**config.mk**
```make
export PLATFORM = sky130hd
export DESIGN_NAME = storage_word_bist
export DESIGN_NICKNAME = d
export VERILOG_FILES = /design/src/rtl/storage_word_bist.sv
export SDC_FILE = /design/constraint.sdc
export NUM_CORES = 1
export LEC_CHECK = 0
export ABC_CLOCK_PERIOD_IN_PS = 4800
export CAP_MARGIN = 30
export CORE_MARGIN = 2
export CORE_UTILIZATION = 51
export CTS_CLUSTER_DIAMETER = 50
export CTS_CLUSTER_SIZE = 25
export DETAILED_ROUTE_END_ITERATION = 16
export MAX_ROUTING_LAYER = met4
export PLACE_DENSITY_LB_ADDON = 0.1
export SLEW_MARGIN = 20
export SYNTH_ARGS = -nofsm -noshare
export SYNTH_HDL_FRONTEND = slang
export SYNTH_SLANG_ARGS = --single-unit
```
**constraint.sdc**
```tcl
create_clock -name clk -period 4.8 [get_ports clk]
set_input_delay 0.96 -clock clk [delete_from_list [all_inputs] [get_ports clk]]
set_output_delay 0.96 -clock clk [all_outputs]
set_load 0.005 [all_outputs]
```
**src/rtl/storage_word_bist.sv**
```systemverilog
`timescale 1ns/1ps
// rtl/storage_word_bist.sv - word read/write self-test engine for one storage SRAM block
//
// Purpose: writes pat(a) = SEED + a*STRIDE to every word, reads every word back
// and compares it, then reports START/PASS/FAIL on a 16-bit checkbits word.
// Ports:
//   clk, reset          single clock, synchronous active-high reset
//   start, block_sel    test launch pulse and status-code set select
//   mem_csb/web/addr/din registered SRAM command (active-low csb/web)
//   mem_dout            SRAM read data, valid RD_LAT cycles after a read command
//   busy, done          test in progress / one-cycle completion pulse
//   fail, fail_addr     sticky result and first mismatching address
//   checkbits           status code word

module storage_word_bist #(
  parameter int          ADDR_W = 8,
  parameter int          DATA_W = 32,
  parameter int          RD_LAT = 1,
  parameter logic [31:0] SEED   = 32'hA5A5_0F0F,
  parameter logic [31:0] STRIDE = 32'h0101_0103
) (
  input  logic              clk,
  input  logic              reset,
  input  logic              start,
  input  logic              block_sel,
  output logic              mem_csb,
  output logic              mem_web,
  output logic [ADDR_W-1:0] mem_addr,
  output logic [DATA_W-1:0] mem_din,
  input  logic [DATA_W-1:0] mem_dout,
  output logic              busy,
  output logic              done,
  output logic              fail,
  output logic [ADDR_W-1:0] fail_addr,
  output logic [15:0]       checkbits
);

  localparam logic [DATA_W-1:0] SEED_T   = DATA_W'(SEED);
  localparam logic [DATA_W-1:0] STRIDE_T = DATA_W'(STRIDE);
  localparam logic [ADDR_W-1:0] LAST     = '1;

  localparam logic [15:0] B0_START = 16'hA040;
  localparam logic [15:0] B0_FAIL  = 16'hAB40;
  localparam logic [15:0] B0_PASS  = 16'hAB41;
  localparam logic [15:0] B1_START = 16'hA020;
  localparam logic [15:0] B1_FAIL  = 16'hAB20;
  localparam logic [15:0] B1_PASS  = 16'hAB21;

  typedef enum logic [2:0] {
    S_IDLE,
    S_WRITE,
    S_READ,
    S_DRAIN,
    S_RESULT
  } state_t;

  state_t state, nx_state;

  logic              nx_csb;
  logic              nx_web;
  logic [ADDR_W-1:0] nx_addr;
  logic [DATA_W-1:0] nx_din;
  logic              push;
  logic              flush;
  logic              blk;

  // Tag pipe: stage 0 is loaded on the edge that registers a read command,
  // so stage RD_LAT lines up with the cycle in which mem_dout is valid.
  logic [RD_LAT:0]   pipe_vld;
  logic [ADDR_W-1:0] pipe_tag [0:RD_LAT];

  logic cmp_valid;
  logic mismatch;
  logic last_ok;

  function automatic logic [DATA_W-1:0] pat(input logic [ADDR_W-1:0] a);
    return SEED_T + DATA_W'(a) * STRIDE_T;
  endfunction

  assign cmp_valid = pipe_vld[RD_LAT] && (state == S_READ || state == S_DRAIN);
  assign mismatch  = cmp_valid && (mem_dout != pat(pipe_tag[RD_LAT]));
  assign last_ok   = cmp_valid && !mismatch && (pipe_tag[RD_LAT] == LAST);

  always_ff @(posedge clk) begin
    if (reset) begin
      state <= S_IDLE;
    end else begin
      state <= nx_state;
    end
  end

  // mem_addr doubles as the word counter: it always holds the address of the
  // command currently on the bus, so phase changes look at its last value.
  always_comb begin
    nx_state = state;
    nx_csb   = 1'b1;
    nx_web   = 1'b1;
    nx_addr  = mem_addr;
    nx_din   = mem_din;
    push     = 1'b0;
    flush    = 1'b0;
    case (state)
      S_IDLE: begin
        if (start) begin
          nx_state = S_WRITE;
          nx_csb   = 1'b0;
          nx_web   = 1'b0;
          nx_addr  = '0;
          nx_din   = pat('0);
        end
      end
      S_WRITE: begin
        nx_csb = 1'b0;
        if (mem_addr == LAST) begin
          nx_state = S_READ;
          nx_addr  = '0;
          push     = 1'b1;
        end else begin
          nx_web  = 1'b0;
          nx_addr = mem_addr + 1'b1;
          nx_din  = pat(mem_addr + 1'b1);
        end
      end
      S_READ: begin
        if (mismatch) begin
          nx_state = S_RESULT;
          flush    = 1'b1;
        end else if (mem_addr == LAST) begin
          nx_state = S_DRAIN;
        end else begin
          nx_csb  = 1'b0;
          nx_addr = mem_addr + 1'b1;
          push    = 1'b1;
        end
      end
      S_DRAIN: begin
        if (mismatch) begin
          nx_state = S_RESULT;
          flush    = 1'b1;
        end else if (last_ok) begin
          nx_state = S_RESULT;
        end
      end
      S_RESULT: begin
        nx_state = S_IDLE;
      end
      default: begin
        nx_state = S_IDLE;
      end
    endcase
  end

  always_ff @(posedge clk) begin
    if (reset || flush) begin
      pipe_vld <= '0;
      for (int i = 0; i <= RD_LAT; i++) pipe_tag[i] <= '0;
    end else begin
      pipe_vld    <= {pipe_vld[RD_LAT-1:0], push};
      pipe_tag[0] <= nx_addr;
      for (int i = 1; i <= RD_LAT; i++) pipe_tag[i] <= pipe_tag[i-1];
    end
  end

  always_ff @(posedge clk) begin
    if (reset) begin
      mem_csb   <= 1'b1;
      mem_web   <= 1'b1;
      mem_addr  <= '0;
      mem_din   <= '0;
      busy      <= 1'b0;
      done      <= 1'b0;
      fail      <= 1'b0;
      fail_addr <= '0;
      checkbits <= 16'h0000;
      blk       <= 1'b0;
    end else begin
      mem_csb  <= nx_csb;
      mem_web  <= nx_web;
      mem_addr <= nx_addr;
      mem_din  <= nx_din;
      busy     <= (nx_state == S_WRITE) || (nx_state == S_READ) || (nx_state == S_DRAIN);
      done     <= (nx_state == S_RESULT);
      if (state == S_IDLE && start) begin
        blk       <= block_sel;
        fail      <= 1'b0;
        fail_addr <= '0;
        checkbits <= block_sel ? B1_START : B0_START;
      end
      // Only the first mismatch is seen: the pipe is flushed on the same edge.
      if (mismatch) begin
        fail      <= 1'b1;
        fail_addr <= pipe_tag[RD_LAT];
        checkbits <= blk ? B1_FAIL : B0_FAIL;
      end else if (last_ok) begin
        checkbits <= blk ? B1_PASS : B0_PASS;
      end
    end
  end

endmodule

```
==> flow_summary.ini, run 1 <==
[worst_hold_path]
hold_start = pipe_tag[0][4]
hp-class = reg -> reg

[global_route]
grt_pass1_vias = 7050
grt_pass1_wl_mm = 36.1
antenna_found_initial = 0
grt_overflow = 0
grt_max_degree = 53
grt_usage_pct = 32.2

[layout]
drive_gt1_share_pct = 15.7
final_util_pct = 69.1
final_cell_mix = 98 x ha_1, 95 x clkdlybuf4s50_1, 93 x buf_4, 77 x dfxtp_1, 65 x nor2_1
n_fill_cell = 1069
seq_area_um2 = 1610
fin_nets = 1162
fin_cells = 1199
multiInputGateArea_um2 = 5110
final_common_cell = ha_1
synthToLayoutAreaGrowth_pct = 31.3
num_antenna_cells = 0

[worst_setup_path]
worstSetupEndpointType = register
crit_path_max_incr_delay_ns = 0.40
rr_startpoint = pipe_tag[0][14]
crit_family = adder cells
cp_data_required_time_ns = 5.04
crit_path_frequent_cell = ha_1
worst-path-buf-inv = 4
crit_chain = inv_1, ha_1, inv_1, ha_1, fa_1, ha_1, ha_1, nand4_1, a211oi_2, buf_4, nor2_4, o21ai_2, mux2_2, nor4_2, o2111a_2, a31oi_4, buf_12, or3_4, o32ai_1
crit_fanout = 6
arrival_ns = 4.91
critical_path_class = reg -> reg
slowest_stage = ha_1
startpoint_type = register
cp-startpoint = pipe_tag[0][14]

[status]
status = finished, final reports clean

[cts]
htree_levels = 3
cts_tree = yes
cts_hold_buf = 0
cts_root_buf = clkbuf_16
cts_made_buffers = 9
clock_latency_ns = 0.35
cts.sinks = 80
path_clk_slew_ns = 0.07
clock_path_buffers = 2

[pwr]
peakVddDrop_mv = 0.259
powerDensity_nw_per_um2 = 206
leakage_nw = 4.01

[floorplanning]
ios = 105
core_area_um2 = 13300
rows = 42
fp.dieW_um = 121
start_util_pct = 52.6
die_area_um2 = 14700
die_height_um = 121

[timing]
rsz0062_at_grt = yes
fmax_mhz = 214
final.period_utilization_pct = 97.4
slew_headroom_pct = 36.1
setup_viol = 0
tightest_slew_ns = 0.959
hold_viol_final = 0
final_max_slew_viol_count = 0
post-route-min-period_ns = 4.67
clock_skew_ns = 0.00869
fin_ws_ns = 0.125
hold_slack_ns = 0.430

[synthesis]
syn_avg_cell_area_um2 = 8.26
ys_types = 73
synthTopCellsByArea = dfxtp_1 23%, ha_1 18%, xnor2_1 5.6%, a21oi_1 4.0%, nor2_1 3.5%
ys_seq_elements = 80
syn-cell-area_um2 = 7030
yosysTopAreaCellShare_pct = 22.8
ys_warn_count = 0
synth_edf_count = 0
yosysSeqAreaShare_pct = 22.8
ys.flop_type = dfxtp_1
yosysTopAreaCell = dfxtp_1
syn_inst = 851
synthArstFlopShare_pct = 0

[placement]
dp.cells = 1179
dp_hpwl_mm = 18.2
dp_slack_ns = -0.150
gp_congestion = 0.992
port_buffers = 96

[job]
maxCapViolations = 0

[route]
first_pass_iters = 6
avgViaCountPerCell = 5.92
vias = 7104
wl_mm = 23.2
drtIter0Drc = 497
detail_route.wl_per_cell_um = 19.3
final_antenna_net_count = 0
drc_errors = 0
state kept, by name, indices dropped and copies added, names as in the netlist:
name	cells
fail_addr	8
fail	1
done	1
busy	1
mem_din	32
mem_web	1
pipe_vld	2
pipe_tag	16
checkbits	5
state	3
mem_csb	1
mem_addr	8
blk	1
worst paths after layout:
check,end,slack [ns],depth (start not counted)
hold reg to reg,pipe_tag[0][12],0.43,1
setup reg to reg,mem_addr[4],0.13,19
hold / removal,pipe_tag[0][12],0.43,1
setup / recovery,mem_addr[4],0.13,19
cells in the mapped netlist (6+ instances only):
library cell	instances
o31ai_1	6
nand4_1	13
ha_1	100
clkbuf_1	18
nand3_1	22
nand2_1	57
o211ai_1	7
a31o_2	6
xor2_1	25
fa_1	8
a21o_1	14
buf_4	11
a22o_1	14
nand3b_1	12
a31oi_1	11
xnor2_1	45
buf_2	11
nor2_1	65
o21ai_0	31
inv_1	61
and2_1	22
a211oi_1	19
dfxtp_1	80
nor3_1	20
a21oi_1	56
and3_1	11
nand2b_1	7
nor2b_1	7
o21bai_1	9
worst reg2reg max path: cells and delay by family, from the launching register on:
| family | cells | cell delay, ns |
|---|---|---|
| AO/OA/AOI/OAI | 5 | 1.05 |
| adder cells (fa/ha/maj) | 5 | 1.45 |
| buffers and inverters | 4 | 0.43 |
| flip-flops | 1 | 0.34 |
| multiplexers | 1 | 0.36 |
| AND/OR/NAND/NOR | 4 | 0.94 |
timing repair:
item,4_1_cts,5_1_grt
cloned,0,1
endpoints found under the setup margin,27,44
pin swaps,1,14
resized for setup,10,22
setup buffers,0,3
logic make-up (layout without fill, tap and decap cells):
group	Yosys count	after routing	share of synthesized area [%]
compound gates	225	225	22.7
xor+xnor	70	70	8.73
fa+ha+maj	108	108	20.1
buf+inv	106	271	6.66
flops	80	80	22.8
mux	4	4	0.588
other cells	1	8	0.0534
simple gates	257	257	18.4
power by group:
part | total [mW] | switching [mW] | internal [mW]
Sequential | 0.713 | 0.0198 | 0.693
Clock | 0.779 | 0.312 | 0.467
Combinational | 0.403 | 0.207 | 0.197
final cells by class:
type                       count  area share, %
multi-input combinational    672           55.4
tap                          176           2.39
clock inverter                 7           1.17
inverter                      62           2.52
timing repair buffer         193           18.7
sequential                    80           17.4
clock buffer                   9           2.44
stage by stage:
step | setup TNS, ns | total power [mW] | cell area (um^2)
final | 0 | 1.90 | 9220
after floorplan | 0 | 0.940 | 7050
after detailed placement | -1.65 | 1.12 | 8710
after global placement | -0.657 | 1.10 | 8710
after CTS | 0 | 1.89 | 9090
after global routing | -0.477 | 1.96 | 9220
per-layer routing:
layer  GRT usage [%]  vias up  share of wire [%]
li1                -     3385                  -
met1            36.0     3380                 39
met2            57.5      275                 52
met3            3.48       64                5.0
met4            14.9        0                4.3
met5               -        -                  0
Power figures use the tool's default switching activity.
==> inputs of run 2 (changes only) <==
Settings changed: ABC_AREA from default to 1, CORE_ASPECT_RATIO from default to 0.9.
==> flow_summary.ini, run 2 <==
[status]
status = finished, final reports clean

[timing]
tightest_slew_ns = 0.847
hold_viol_final = 0
fmax_mhz = 224
rsz0062_at_grt = no
post-route-min-period_ns = 4.47
setup_tns_ns = 0
setup_viol = 0
final.period_utilization_pct = 93.1
slew_headroom_pct = 43.5
clock_skew_ns = 0.0114
final_max_slew_viol_count = 0

[cts]
cts_root_buf = clkbuf_16
path_clk_slew_ns = 0.07
cts.sinks = 80
htree_levels = 3
cts_hold_buf = 0
cts_made_buffers = 9
cts_tree = yes
clock_path_buffers = 2
clock_latency_ns = 0.36

[floorplanning]
fp.dieW_um = 134
core_area_um2 = 14800
start_util_pct = 52.4
rows = 42
ios = 105
die_area_um2 = 16200
die_height_um = 121

[worst_hold_path]
min_to = pipe_tag[0][8]
hp-class = reg -> reg
whs_path_depth = 2
hold_start = pipe_tag[0][0]

[route]
first_pass_iters = 5
drc_errors = 0
avgViaCountPerCell = 5.13
detail_route.wl_per_cell_um = 14.9
final_antenna_net_count = 0
wl_mm = 23.0
vias = 7893
drtIter0Drc = 586

[synthesis]
ys_warn_count = 0
syn_avg_cell_area_um2 = 6.34
synthTopCellsByArea = dfxtp_1 21%, nand2_1 18%, ha_1 16%, inv_1 11%, nand3_1 5.4%
syn_inst = 1225
ys_seq_elements = 80
yosysTopAreaCell = dfxtp_1
yosysMostFrequentCell = nand2_1
synth_commonest_cells = 362 x nand2_1, 218 x inv_1, 100 x ha_1
synthArstFlopShare_pct = 0
synth_edf_count = 0
ys_types = 47
yosysSeqAreaShare_pct = 20.6
ys.flop_type = dfxtp_1
yosysTopAreaCellShare_pct = 20.6
syn-cell-area_um2 = 7760

[global_route]
gr-max-usage-layer = met1
grt_usage_pct = 29.8
grt_overflow = 0
grt_pass1_vias = 7133
use_met3_pct = 5.89
grt_max_degree = 27
grt_pass1_wl_mm = 36.6
met2_usage_pct = 42.1
globalRouteMet1Util_pct = 44.0
antenna_found_initial = 0

[pwr]
peakVddDrop_mv = 0.244
switching_power_mw = 0.535
p_int_mw = 1.27
leakage_nw = 4.88
power_frac_seq_pct = 39.3
comb_power_share_pct = 20.7
powerDensity_nw_per_um2 = 194
p_clk_share_pct = 40.0
p_sw_share_pct = 29.6

[worst_setup_path]
r2r-end = mem_din[24]
crit_fanout = 10
rr_startpoint = mem_addr[2]
critical_path_class = reg -> reg
ff2ff_path_depth = 24
cp_data_required_time_ns = 5.04
worstSetupEndpointType = register
r2r_slack_ns = 0.33
arrival_ns = 4.71
startpoint_type = register

[placement]
dp_hpwl_mm = 18.8
gp_congestion = 1.01
port_buffers = 96

[layout]
final_util_pct = 63.0
final_common_cell = nand2_1
final_cell_mix = 362 x nand2_1, 217 x inv_1, 98 x ha_1, 96 x clkdlybuf4s50_1, 84 x nand3_1
num_antenna_cells = 0
synthToLayoutAreaGrowth_pct = 20.2
fin_nets = 1479
regMostFlops = mem_din
largest_register_ffs = 32
drive_gt1_share_pct = 7.46
n_fill_cell = 1494
reg.largest.list = mem_din x32, pipe_tag x16

[job]
maxCapViolations = 0
## run 2: logic make-up (layout without fill, tap and decap cells)
kind of cell | after synthesis | count (layout) | synth area share, %
AOI/OAI and AO/OA | 144 | 144 | 10.7
xor gates and xnor gates | 33 | 33 | 3.72
adders and majority gates | 108 | 108 | 18.2
buffers and inverters | 267 | 375 | 13.7
DFF | 80 | 80 | 20.6
other | 1 | 8 | 0.0483
and+or+nand+nor | 592 | 592 | 33.0
## run 2: worst max-delay path by stage
| stage | start | endpoint | depth (start not counted) |
|---|---|---|---|
| after CTS | mem_addr[0] | mem_din[24] | 26 |
| final | mem_addr[2] | mem_din[24] | 24 |
| after global routing | mem_addr[0] | mem_din[24] | 26 |
| after detailed placement | mem_addr[0] | mem_din[24] | 26 |
| after floorplan | mem_addr[0] | mem_din[24] | 27 |
| after global placement | mem_addr[0] | mem_din[24] | 26 |
## run 2: cell type report
type	instances	area (um^2)	share of cell area, %
inverters	242	911	9.76
repair buffers	117	1120	12.0
well taps	198	248	2.65
flip-flops and latches	80	1600	17.2
clock buffers	9	225	2.41
multi-input cells	885	5150	55.1
clock inverters	7	83.8	0.898
## run 2: per-stage QoR
| stage | instance area [um^2] | hold WS [ns] | setup WS [ns] | power [mW] | instances |
|---|---|---|---|---|---|
| global placement | 9000 | 0.402 | 0.390 | 1.09 | 1521 |
| global route | 9330 | 0.421 | 0.0139 | 1.89 | 1538 |
| floorplan | 7790 | 0.394 | 0.627 | 0.933 | 1232 |
| detailed placement | 9000 | 0.398 | 0.217 | 1.09 | 1521 |
| CTS | 9310 | 0.409 | 0.183 | 1.81 | 1537 |
| finish | 9330 | 0.408 | 0.333 | 1.81 | 1538 |
## run 2: repair_timing
item | 4_1_cts | 5_1_grt
setup buffers | 0 | 1
endpoints found under the setup margin | 0 | 6
gates resized for setup | 0 | 7
## run 2: power groups by stage
stage	sequential [mW]	combinational [mW]	clock (mW)
after global placement	0.724	0.367	0
after global routing	0.713	0.412	0.765
after detailed placement	0.725	0.367	0
final	0.710	0.374	0.724
after floorplan	0.725	0.207	0
after CTS	0.710	0.370	0.734
## run 2: routing by layer
metal  vias up  part of all wire [%]
li1       4079                     -
met1      3532                    52
met2       257                    39
met3        25                   7.9
met4         0                   1.2
met5         -                     0
## run 2: worst max-delay path, cell delays in order, from the launching register on
cell and delay [ns]:
dfxtp_1 0.46, ha_1 0.20, nand2_1 0.10, o31ai_1 0.22
nand2_1 0.12, inv_2 0.21, ha_2 0.37, ha_1 0.31
ha_1 0.30, ha_2 0.38, nand2_1 0.06, o211ai_1 0.24
nand2_1 0.09, nand2_1 0.14, nand2_1 0.13, o21ai_2 0.21
nand2_1 0.09, nand2_1 0.09, nand2_1 0.09, o21ai_2 0.19
nand2_1 0.07, nand2_1 0.07, nand3_1 0.07, o211ai_1 0.08
inv_1 0.05
==> inputs of run 3 (changes only) <==
Settings changed: ABC_CLOCK_PERIOD_IN_PS 4800 to default, CORE_UTILIZATION 51 to 50.
==> flow_summary.ini, run 3 (same netlist as run 2, synthesis figures left out) <==
[status]
status = finished, final reports clean

[pwr]
power_frac_seq_pct = 38.2
comb_power_share_pct = 20.0
powerDensity_nw_per_um2 = 198
p_clk_share_pct = 41.8
leakage_nw = 4.90
peakVddDrop_mv = 0.277
p_sw_share_pct = 28.6
p_int_mw = 1.33
switching_power_mw = 0.531

[timing]
clock_skew_ns = 0.00879
setup_viol = 0
fin_ws_ns = 0.291
slew_headroom_pct = 48.6
final_max_slew_viol_count = 0
tightest_slew_ns = 0.771
fmax_mhz = 222
post-route-min-period_ns = 4.51
setup_tns_ns = 0
final.period_utilization_pct = 93.9
hold_viol_final = 0

[floorplanning]
die_area_um2 = 16500
start_util_pct = 50.8
die_height_um = 122
ios = 105
core_area_um2 = 15300
rows = 43
fp.dieW_um = 135

[worst_setup_path]
startpoint_type = register
arrival_ns = 4.75
critical_path_class = reg -> reg
slowest_stage = fa_1
cp_data_required_time_ns = 5.04
worstSetupEndpointType = register
crit_path_frequent_cell = nand2_1
crit_path_max_incr_delay_ns = 0.58
crit_fanout = 5
crit_chain = inv_1, ha_1, inv_1, ha_1, ha_1, fa_1, fa_1, nand3_1, o211ai_1, nand2_1, nand2_1, nand2_1, o21ai_2, nand2_1, nand2_1, nand2_1, o21ai_0, nand3_1, a21oi_1, o21ai_0

[placement]
dp_slack_ns = 0.175
dp_hpwl_mm = 19.0
placed_cell_area_um2 = 9020
gp_congestion = 0.999
port_buffers = 96

[route]
drtIter0Drc = 685
drc_errors = 0
first_pass_iters = 5
wl_mm = 23.2
final_antenna_net_count = 0
avgViaCountPerCell = 5.16
detail_route.wl_per_cell_um = 15.0
vias = 7959

[cts]
cts_hold_buf = 0
htree_levels = 3
cts_tree = yes
cts_made_buffers = 9
path_clk_slew_ns = 0.07
clock_latency_ns = 0.35
cts_setup_buffers = 0
cts.sinks = 80
cts_root_buf = clkbuf_16
clock_path_buffers = 2

[job]
maxCapViolations = 0

[layout]
drive_gt1_share_pct = 7.83
reg.largest.list = mem_din x32, pipe_tag x16
final_common_cell = nand2_1
n_fill_cell = 1538
final_cell_mix = 360 x nand2_1, 216 x inv_1, 98 x ha_1, 96 x clkdlybuf4s50_1, 84 x nand3_1
largest_register_ffs = 32
regMostFlops = mem_din
fin_nets = 1480
synthToLayoutAreaGrowth_pct = 20.8
final_area_um2 = 9380
multiInputGateArea_um2 = 5150
num_antenna_cells = 0
seq_area_um2 = 1600
final_util_pct = 61.4

[global_route]
grt_pass1_wl_mm = 36.9
antenna_found_initial = 0
grt_usage_pct = 29.2
grt_max_degree = 27
grt_pass1_vias = 7148
grt_overflow = 0

[worst_hold_path]
hp-class = reg -> reg
run 3: timing repair:
item / 4_1_cts / 5_1_grt
endpoints found under the setup margin: 0 / 7
resized for setup: 0 / 12
hold endpoints to repair: 0 / 0
run 3: power groups by stage:
| stage | Sequential, mW | Combinational [mW] | Clock [mW] |
|---|---|---|---|
| after CTS | 0.710 | 0.366 | 0.788 |
| after detailed placement | 0.724 | 0.362 | 0 |
| after global routing | 0.713 | 0.407 | 0.812 |
| final | 0.710 | 0.370 | 0.776 |
| after global placement | 0.724 | 0.363 | 0 |
| after floorplan | 0.725 | 0.207 | 0 |
run 3: layout make-up:
cell class | instances | share of cell area [%]
multi-input cells | 885 | 54.9
inverters | 242 | 9.74
repair buffers | 118 | 12.0
clock inverters | 7 | 1.13
well taps | 202 | 2.69
flip-flops and latches | 80 | 17.1
clock buffers | 9 | 2.40
run 3: worst paths after layout:
kind             startpoint               to  depth (start not counted)  slack (ns)
max             mem_addr[0]      mem_din[28]                         20        0.29
min          pipe_tag[0][2]  pipe_tag[0][10]                          2        0.41
max reg2reg     mem_addr[0]      mem_din[28]                         20        0.29
min reg2reg  pipe_tag[0][2]  pipe_tag[0][10]                          2        0.41
run 3: layer usage:
metal	routed length (um)	up-vias	global-route usage, %
li1	-	4087	-
met3	2370	19	6.94
met2	9020	328	39.8
met5	0	-	-
met1	11700	3525	44.2
met4	170	0	4.36
run 3: stage by stage:
step / power [mW] / hold WS [ns] / std cells
global route: 1.93 / 0.436 / 1543
CTS: 1.86 / 0.413 / 1543
global placement: 1.09 / 0.399 / 1527
floorplan: 0.933 / 0.394 / 1232
finish: 1.86 / 0.411 / 1543
detailed placement: 1.09 / 0.402 / 1527
run 3: worst max-delay path, delay by kind of cell, from the launching register on:
family | cells | cell delay, ns
flops | 1 | 0.38
buf+inv | 2 | 0.38
fa+ha+maj | 5 | 1.80
compound gates | 5 | 0.88
simple gates | 8 | 0.94
